==> src/rtl/iter_shifter_if.sv <==
// Request/result bundle between the control unit and the multi-cycle shifter.
// The master holds the pipeline while busy_o is high and takes out_o when done_o pulses.
interface iter_shifter_if #(
   parameter int WIDTH = 16
) ();
   // Handshake: start_i is sampled only while busy_o is low. busy_o rises on the
   // cycle after acceptance and falls with the single-cycle done_o pulse. out_o is
   // valid from that pulse until the next accepted start.
   logic             start_i;
   logic [WIDTH-1:0] in_i;
   logic [3:0]       shamt_i;
   logic [1:0]       oper_i;
   logic             busy_o;
   logic             done_o;
   logic [WIDTH-1:0] out_o;

   modport master (
      output start_i, in_i, shamt_i, oper_i,
      input  busy_o, done_o, out_o
   );

   modport slave (
      input  start_i, in_i, shamt_i, oper_i,
      output busy_o, done_o, out_o
   );
endinterface

==> src/rtl/iter_shifter.sv <==
// Multi-cycle rotate-right / shift unit: 2 bits per clock, 1-bit final step for odd amounts.
// Data is 16 bits wide; the 4-bit amount covers the full 0-15 range.
module iter_shifter #(
   parameter int WIDTH = 16
) (
   input  logic          clk,
   input  logic          rst_n,
   iter_shifter_if.slave bus,
   output logic [1:0]    state_o
);

   typedef enum logic [1:0] {
      IDLE  = 2'd0,
      SHIFT = 2'd1,
      DONE  = 2'd2
   } state_e;

   localparam logic [1:0] OP_ROR = 2'b00;
   localparam logic [1:0] OP_SLL = 2'b01;
   localparam logic [1:0] OP_SRA = 2'b10;
   localparam logic [1:0] OP_SRL = 2'b11;

   state_e           state_q;
   logic [WIDTH-1:0] data_q, data_d;
   logic [3:0]       rem_q, rem_d;
   logic [1:0]       op_q;
   logic             busy_q, done_q;
   logic             two_step;

   // One step of the captured operation; the step size follows the remaining amount.
   always_comb begin
      two_step = (rem_q >= 4'd2);
      rem_d    = two_step ? (rem_q - 4'd2) : 4'd0;
      data_d   = data_q;
      case (op_q)
         OP_ROR: data_d = two_step ? {data_q[1:0], data_q[WIDTH-1:2]}
                                   : {data_q[0], data_q[WIDTH-1:1]};
         OP_SLL: data_d = two_step ? {data_q[WIDTH-3:0], 2'b00}
                                   : {data_q[WIDTH-2:0], 1'b0};
         OP_SRA: data_d = two_step ? {{2{data_q[WIDTH-1]}}, data_q[WIDTH-1:2]}
                                   : {data_q[WIDTH-1], data_q[WIDTH-1:1]};
         OP_SRL: data_d = two_step ? {2'b00, data_q[WIDTH-1:2]}
                                   : {1'b0, data_q[WIDTH-1:1]};
         default: data_d = data_q;
      endcase
   end

   always_ff @(posedge clk or negedge rst_n) begin
      if (!rst_n) begin
         state_q <= IDLE;
         data_q  <= '0;
         rem_q   <= 4'd0;
         op_q    <= 2'b00;
         busy_q  <= 1'b0;
         done_q  <= 1'b0;
      end else begin
         case (state_q)
            IDLE: begin
               done_q <= 1'b0;
               if (bus.start_i) begin
                  data_q <= bus.in_i;
                  rem_q  <= bus.shamt_i;
                  op_q   <= bus.oper_i;
                  busy_q <= 1'b1;
                  // A zero amount skips straight to the completion cycle.
                  if (bus.shamt_i != 4'd0) begin
                     state_q <= SHIFT;
                  end else begin
                     state_q <= DONE;
                     done_q  <= 1'b1;
                  end
               end
            end
            SHIFT: begin
               data_q <= data_d;
               rem_q  <= rem_d;
               if (rem_d == 4'd0) begin
                  state_q <= DONE;
                  done_q  <= 1'b1;
               end
            end
            DONE: begin
               state_q <= IDLE;
               busy_q  <= 1'b0;
               done_q  <= 1'b0;
            end
            default: begin
               state_q <= IDLE;
               busy_q  <= 1'b0;
               done_q  <= 1'b0;
            end
         endcase
      end
   end

   assign bus.busy_o = busy_q;
   assign bus.done_o = done_q;
   assign bus.out_o  = data_q;
   assign state_o    = state_q;

endmodule
==> src/flat_wrapper.sv <==
// flat-port wrapper written by rule: the top's interface ports become plain ports
module iter_shifter_flat 
#(
   parameter int WIDTH = 16
)
  (clk, rst_n, state_o, bus_start_i, bus_in_i, bus_shamt_i, bus_oper_i, bus_busy_o, bus_done_o, bus_out_o);
  iter_shifter_if #(.WIDTH(WIDTH)) bus_i ();
  input  logic clk;
  input  logic rst_n;
  output logic [1:0] state_o;
  input wire logic [$bits(bus_i.start_i)-1:0] bus_start_i;
  input wire logic [$bits(bus_i.in_i)-1:0] bus_in_i;
  input wire logic [$bits(bus_i.shamt_i)-1:0] bus_shamt_i;
  input wire logic [$bits(bus_i.oper_i)-1:0] bus_oper_i;
  output wire logic [$bits(bus_i.busy_o)-1:0] bus_busy_o;
  output wire logic [$bits(bus_i.done_o)-1:0] bus_done_o;
  output wire logic [$bits(bus_i.out_o)-1:0] bus_out_o;
  assign bus_i.start_i = bus_start_i;
  assign bus_i.in_i = bus_in_i;
  assign bus_i.shamt_i = bus_shamt_i;
  assign bus_i.oper_i = bus_oper_i;
  assign bus_busy_o = bus_i.busy_o;
  assign bus_done_o = bus_i.done_o;
  assign bus_out_o = bus_i.out_o;
  iter_shifter #(.WIDTH(WIDTH)) u_core (.clk(clk), .rst_n(rst_n), .bus(bus_i), .state_o(state_o));
endmodule
==> config.mk <==
export PLATFORM = sky130hd
export DESIGN_NAME = iter_shifter_flat
export DESIGN_NICKNAME = d
export VERILOG_FILES = /design/src/rtl/iter_shifter_if.sv /design/src/rtl/iter_shifter.sv /design/src/flat_wrapper.sv
export SDC_FILE = /design/constraint.sdc
export NUM_CORES = 1
export LEC_CHECK = 0
export CAP_MARGIN = 0
export CORE_MARGIN = 1
export CORE_UTILIZATION = 30
export DETAILED_ROUTE_END_ITERATION = 8
export GPL_TIMING_DRIVEN = 0
export PLACE_DENSITY = 0.64
export SLEW_MARGIN = 30
export SYNTH_ARGS = -nofsm -noshare
export SYNTH_HDL_FRONTEND = slang
export SYNTH_SLANG_ARGS = --single-unit
==> constraint.sdc <==
create_clock -name clk -period 2.1 [get_ports clk]
set_input_delay 0.42 -clock clk [delete_from_list [all_inputs] [get_ports clk]]
set_output_delay 0.42 -clock clk [all_outputs]
set_load 0.02 [all_outputs]
=== Word-level counts from Yosys, hierarchy flattened ===
Cells that the tools add are included.

* Output and inout port bits: 20
* Register bits after elaboration: 26
* Logic and storage cells: 47
* Input port bits: 25

* Bitwise operators: 1
* Add/subtract/negate cells: 1
* Mux-type cells: 20
* $lt $le $gt $ge: 1
* Equality and inequality tests: 7
* Reductions and logical operators: 10

{| class="wikitable"
|+ Operator list
! kind !! number
|-
| $pmux W16 S4 || 1
|-
| $mux W16 || 3
|-
| $pmux W16 S2 || 1
|-
| $mux W15 || 1
|-
| $mux W14 || 1
|-
| $mux W4 || 2
|-
| $pmux W4 S2 || 1
|-
| $reduce_and A2 Y1 || 4
|-
| $mux W2 || 3
|-
| $eq A2 B1 Y1 const B || 2
|-
| $eq A2 B2 Y1 const B || 2
|-
| $ge A4 B2 Y1 const B || 1
|-
| $logic_not A2 Y1 || 2
|-
| $logic_not A4 Y1 || 1
|-
| $mux W1 || 4
|-
| $ne A2 B2 Y1 const B || 2
|-
| $pmux W1 S2 || 2
|-
| $pmux W2 S2 || 1
|-
| $reduce_bool A4 Y1 || 1
|-
| $sub A4 B2 Y4 const B || 1
|-
| $reduce_and A3 Y1 || 1
|-
| $ne A2 B1 Y1 const B || 1
|-
| $reduce_bool A2 Y1 || 1
|-
| $not A1 Y1 || 1
|}

=== Depth between registers and ports, before layout ===
* Depth after elaboration: 5
* Mapped depth: 7
* Gate-level depth less buffers: 5

=== Worst setup path before layout ===
No wires, ideal clock.

* Kind: reg-to-reg
* Start: register u_core.state_q[0] (netlist: u_core.state_o[0])
* End: register u_core.data_q[10] (netlist: u_core.bus.out_o[10])
* Required time: 1.974 ns
* Period minus slack after synthesis: 1.603 ns
* Stages on the path, launching flop included: 8
* Arrival: 1.477 ns
* Buffers on the path: 3
* Setup time: 0.126 ns
* Path slack: 0.497 ns
* Cells stage by stage: dfrtp_1 -> buf_6 -> nor2b_4 -> buf_6 -> nand2_2 -> buf_2 -> a21oi_1 -> o32a_1

* Word-level cells in the longest chain between the ends: 3
* Elaborated cells on any way between the ends: 6
* Classes of those cells: 2 x eq/ne; 1 x mux; 3 x reduce/logical

{| class="wikitable"
|+ RTL lines
! what !! RTL line !! source
|-
| start: declaration || iter_shifter.sv:23 || <nowiki>state_e state_q;</nowiki>
|-
| start signal: assignment || iter_shifter.sv:50 || <nowiki>state_q <= IDLE;</nowiki>
|-
| start signal: assignment || iter_shifter.sv:67 || <nowiki>state_q <= SHIFT;</nowiki>
|-
| start signal: assignment || iter_shifter.sv:69 || <nowiki>state_q <= DONE;</nowiki>
|-
| $eq A2 B1 Y1 / $logic_not A2 Y1 (equally long branches) || iter_shifter.sv:57 || <nowiki>case (state_q)</nowiki>
|-
| $reduce_bool A2 Y1 (no source line) / $ne A2 B2 Y1 (equally long branches) || n/a ||
|-
| $reduce_and A2 Y1 (no source line) || n/a ||
|-
| end signal: assignment || iter_shifter.sv:61 || <nowiki>data_q <= bus.in_i;</nowiki>
|-
| end signal: assignment || iter_shifter.sv:75 || <nowiki>data_q <= data_d;</nowiki>
|-
| end: declaration || iter_shifter.sv:24 || <nowiki>logic [WIDTH-1:0] data_q, data_d;</nowiki>
|}

Several ways; a longest one is shown, not always the timed one.
A chain may end at the register's enable or synchronous reset.

=== Final worst setup path ===
* Start: input port bus_start_i
* End: register u_core.data_q[3] (netlist: u_core.bus.out_o[3])

* Word-level cells in the longest chain between the ends: 2

{| class="wikitable"
|+ RTL lines
! what !! RTL line !! source
|-
| start: declaration || flat_wrapper.sv:11 || <nowiki>input wire logic [$bits(bus_i.start_i)-1:0] bus_start_i;</nowiki>
|-
| $ne A2 B2 Y1 (no source line) || n/a ||
|-
| $reduce_and A2 Y1 (no source line) || n/a ||
|}

No other way between the ends.

==> impl_metrics.csv <==
group,metric,value,unit
status,run_status,"finished clean",
die,num_rows,27,
route,antenna_left,0,
synthesis,syn_area_per_cell,8.65,sq um
final_layout,drive_gt1_share,11.4,%
route,dr.first_iter.drc_count,149,
synthesis,ys_ff_latch,26,
clocking,cts_root_buffer,"clkbuf_8",
worst_hold_path,hold_path_class,"in -> async",
synthesis,ys.flop_type,"dfrtp_1",
timing,slew_violations,0,
clocking,cts-resized-gates,0,
synthesis,synth_cell_types,41,
route,avgViaCountPerCell,5.19,
synthesis,synth_cells,198,
synthesis,synth-edff-count,0,
clocking,cts_sinks,26,
place,detailed_place.area,2240,sq um
timing,fin_crit_sh,91.7,%
place,dpl.hpwl,3460,microns
synthesis,synth_area_leaders,"dfrtp_1, a21oi_1, nand2_1",
final_layout,num_antenna_cells,0,
place,portBuffers,44,
final_layout,area_delta_synth_final,33.1,%
setup_path,crit_slowest_cell,"clkdlybuf4s50_1",
power,pwr-share-seq,28.1,%
clocking,postCtsSetupBuffers,0,
timing,fin_skew,0.00495,ns
timing,period_needed,1.93,ns
final_layout,multi_input_area,951,sq um
setup_path,worstSetupStartpointType,"input pin",
synthesis,seq_area_frac_synth,38.0,%
setup_path,reg2reg_depth,5,
power,ir_worst_vdd,0.000665,V
clocking,cts.htree.levels,1,
power,intPower,2.00,mW
clocking,cts.path.max_buffers,2,
synthesis,syn_nets,224,
setup_path,cp_slowest_stage_delay,0.58,ns
route,post_drt_wl_per_cell,15.1,microns
power,p_leak,0.954,nW
timing,slew-limit-headroom,59.9,%
final_layout,mostFrequentLayoutCells,"clkdlybuf4s50_1, a21oi_1, nand2_1",
setup_path,cp_data_required_time,2.31,ns
clocking,cts.clk_slew.worst_paths,0.09,ns
setup_path,regToRegEndpoint,"u_core.bus.out_o[14]$_DFFE_PN0P_",
synthesis,yosys_warnings,0,
die,die_area,6020,sq um
setup_path,r2r-start,"u_core.rem_q[1]$_DFFE_PN0P_",
global_routing,grt_pass1_wl,8240,microns
power,netSwitchingPower,1.71,mW
timing,finalHoldViolCount,0,
setup_path,regToRegSetupSlack,0.35,ns
setup_path,cp_top_family,"buffers and inverters",
setup_path,crit_arrival,2.13,ns
clocking,cts_hold_buf,0,
setup_path,worstPathCellList,"clkdlybuf4s50_1, buf_2, nor2_1, nor2_1, buf_2, o32a_1",
setup_path,worst_setup_path_end_kind,"flop",
timing,max_slew.worst_pin.slew,0.602,ns
die,core_area,5510,sq um
timing,rsz0062_at_grt,"false",
power,sw_frac_of_total,46.1,%
setup_path,path_buf_inv,3,
final_layout,layout_commonest_cell,"clkdlybuf4s50_1",
flow_run,maxCapViolCount,0,
power,pwr-share-clk,7.8,%
route,routed_wl,4790,microns
timing,fmax,0.519,GHz
final_layout,final_util,41.4,%
place,place.gp.congestion,0.850,
synthesis,synthArstFlopShare,100,%
setup_path,path_class,"in -> reg",
clocking,clkLatencyLatePin,0.27,ns
clocking,cts_buffers,3,
final_layout,nFillCells,568,
final_layout,design_area,2280,sq um
die,die_x,77.6,microns
die,start_util,31.1,%
power,p_comb_share,64.2,%
global_routing,grt_pass1_vias,1660,
global_routing,grt_antenna_before_repair,0,
timing,setup_viol,0,
timing,tns,0,ns
global_routing,grt_overflow,0,
setup_path,crit_fanout,10,
die,ios,45,
final_layout,fin_nets,273,
global_routing,track_usage,17.1,%
synthesis,synth_top_area_share,38.0,%
clocking,cts_tree,"built",
route,first_pass_iters,4,
synthesis,syn_area,1710,sq um
final_layout,register_area,651,sq um
global_routing,grt_max_degree,27,
die,die_h,77.6,microns
power,power.density,1630,nW/um^2
synthesis,yosysTopAreaCell,"dfrtp_1",
route,drc,0,
route,vias,1644,
[worst max-delay path by stage]
stage                                   from                               end  slack [ns]  cells past startpoint
2_1_floorplan  u_core.state_o[0]$_DFFE_PN0P_  u_core.bus.out_o[10]$_DFFE_PN0P_        0.50                      7
3_3_place_gp                     bus_start_i   u_core.bus.out_o[9]$_DFFE_PN0P_       -0.15                      6
3_5_place_dp                     bus_start_i   u_core.bus.out_o[5]$_DFFE_PN0P_       -0.11                      6
4_1_cts                          bus_start_i   u_core.bus.out_o[5]$_DFFE_PN0P_        0.17                      6
5_1_grt                          bus_start_i   u_core.bus.out_o[9]$_DFFE_PN0P_        0.01                      6
6_report                         bus_start_i   u_core.bus.out_o[3]$_DFFE_PN0P_        0.17                      6
[logic make-up after synthesis]
group / Yosys count / share of synthesized area [%]
AOI/OAI and AO/OA: 77 / 30.4
and+or+nand+nor: 69 / 20.8
DFF: 26 / 38.0
buffers and inverters: 19 / 6.50
muxes: 5 / 3.07
xor gates and xnor gates: 1 / 0.511
adders and majority gates: 1 / 0.730
[stage by stage]
step | power (mW) | worst slack (ns) | cells | hold WS, ns
after floorplan | 2.60 | 0.497 | 198 | 0.124
after global placement | 3.40 | -0.151 | 314 | 0.480
after detailed placement | 3.41 | -0.110 | 314 | 0.466
after CTS | 3.72 | 0.172 | 317 | 0.169
after global routing | 4.01 | 0.0118 | 317 | 0.195
final | 3.71 | 0.174 | 317 | 0.144
[area by class of cell]
cell class	instances	area share [%]
flip-flops and latches	26	28.5
clock buffers	3	1.81
plain buffers	14	4.06
inverters	5	0.823
multi-input cells	153	41.7
well taps	72	3.95
repair buffers	44	19.1
[power by group through the flow]
stage	Clock (mW)	Sequential, mW	Combinational, mW
detailed placement	0	1.05	2.36
floorplan	0	1.23	1.37
CTS	0.296	1.04	2.38
global placement	0	1.05	2.35
finish	0.288	1.04	2.38
global route	0.314	1.10	2.60
[state kept, by name, summed over array words and instances (netlist names)]
| signal | count |
|---|---|
| u_core.op_q | 2 |
| u_core.state_o | 2 |
| u_core.bus.out_o | 16 |
| u_core.bus.busy_o | 1 |
| u_core.rem_q | 4 |
| u_core.bus.done_o | 1 |
[synth_stat cells (all sizes together) (3+ instances only)]
cell type   n
inv         5
o21ai       8
nand2b     14
o32a       10
a21o       12
dfrtp      26
a21oi      32
nor2b       3
buf        13
mux2i       3
nor2        8
nand2      35
[layer usage]
metal  share of wire, %  vias to the layer above  routed length [microns]  global-route usage (%)
met5                  0                        -                        0                       0
met3                5.5                        2                      265                    2.71
met4               0.48                        0                       23                    3.77
li1                   -                      807                        -                       -
met2                 46                       52                     2230                    27.4
met1                 47                      783                     2280                    24.1
Power figures use the tool's default switching activity.
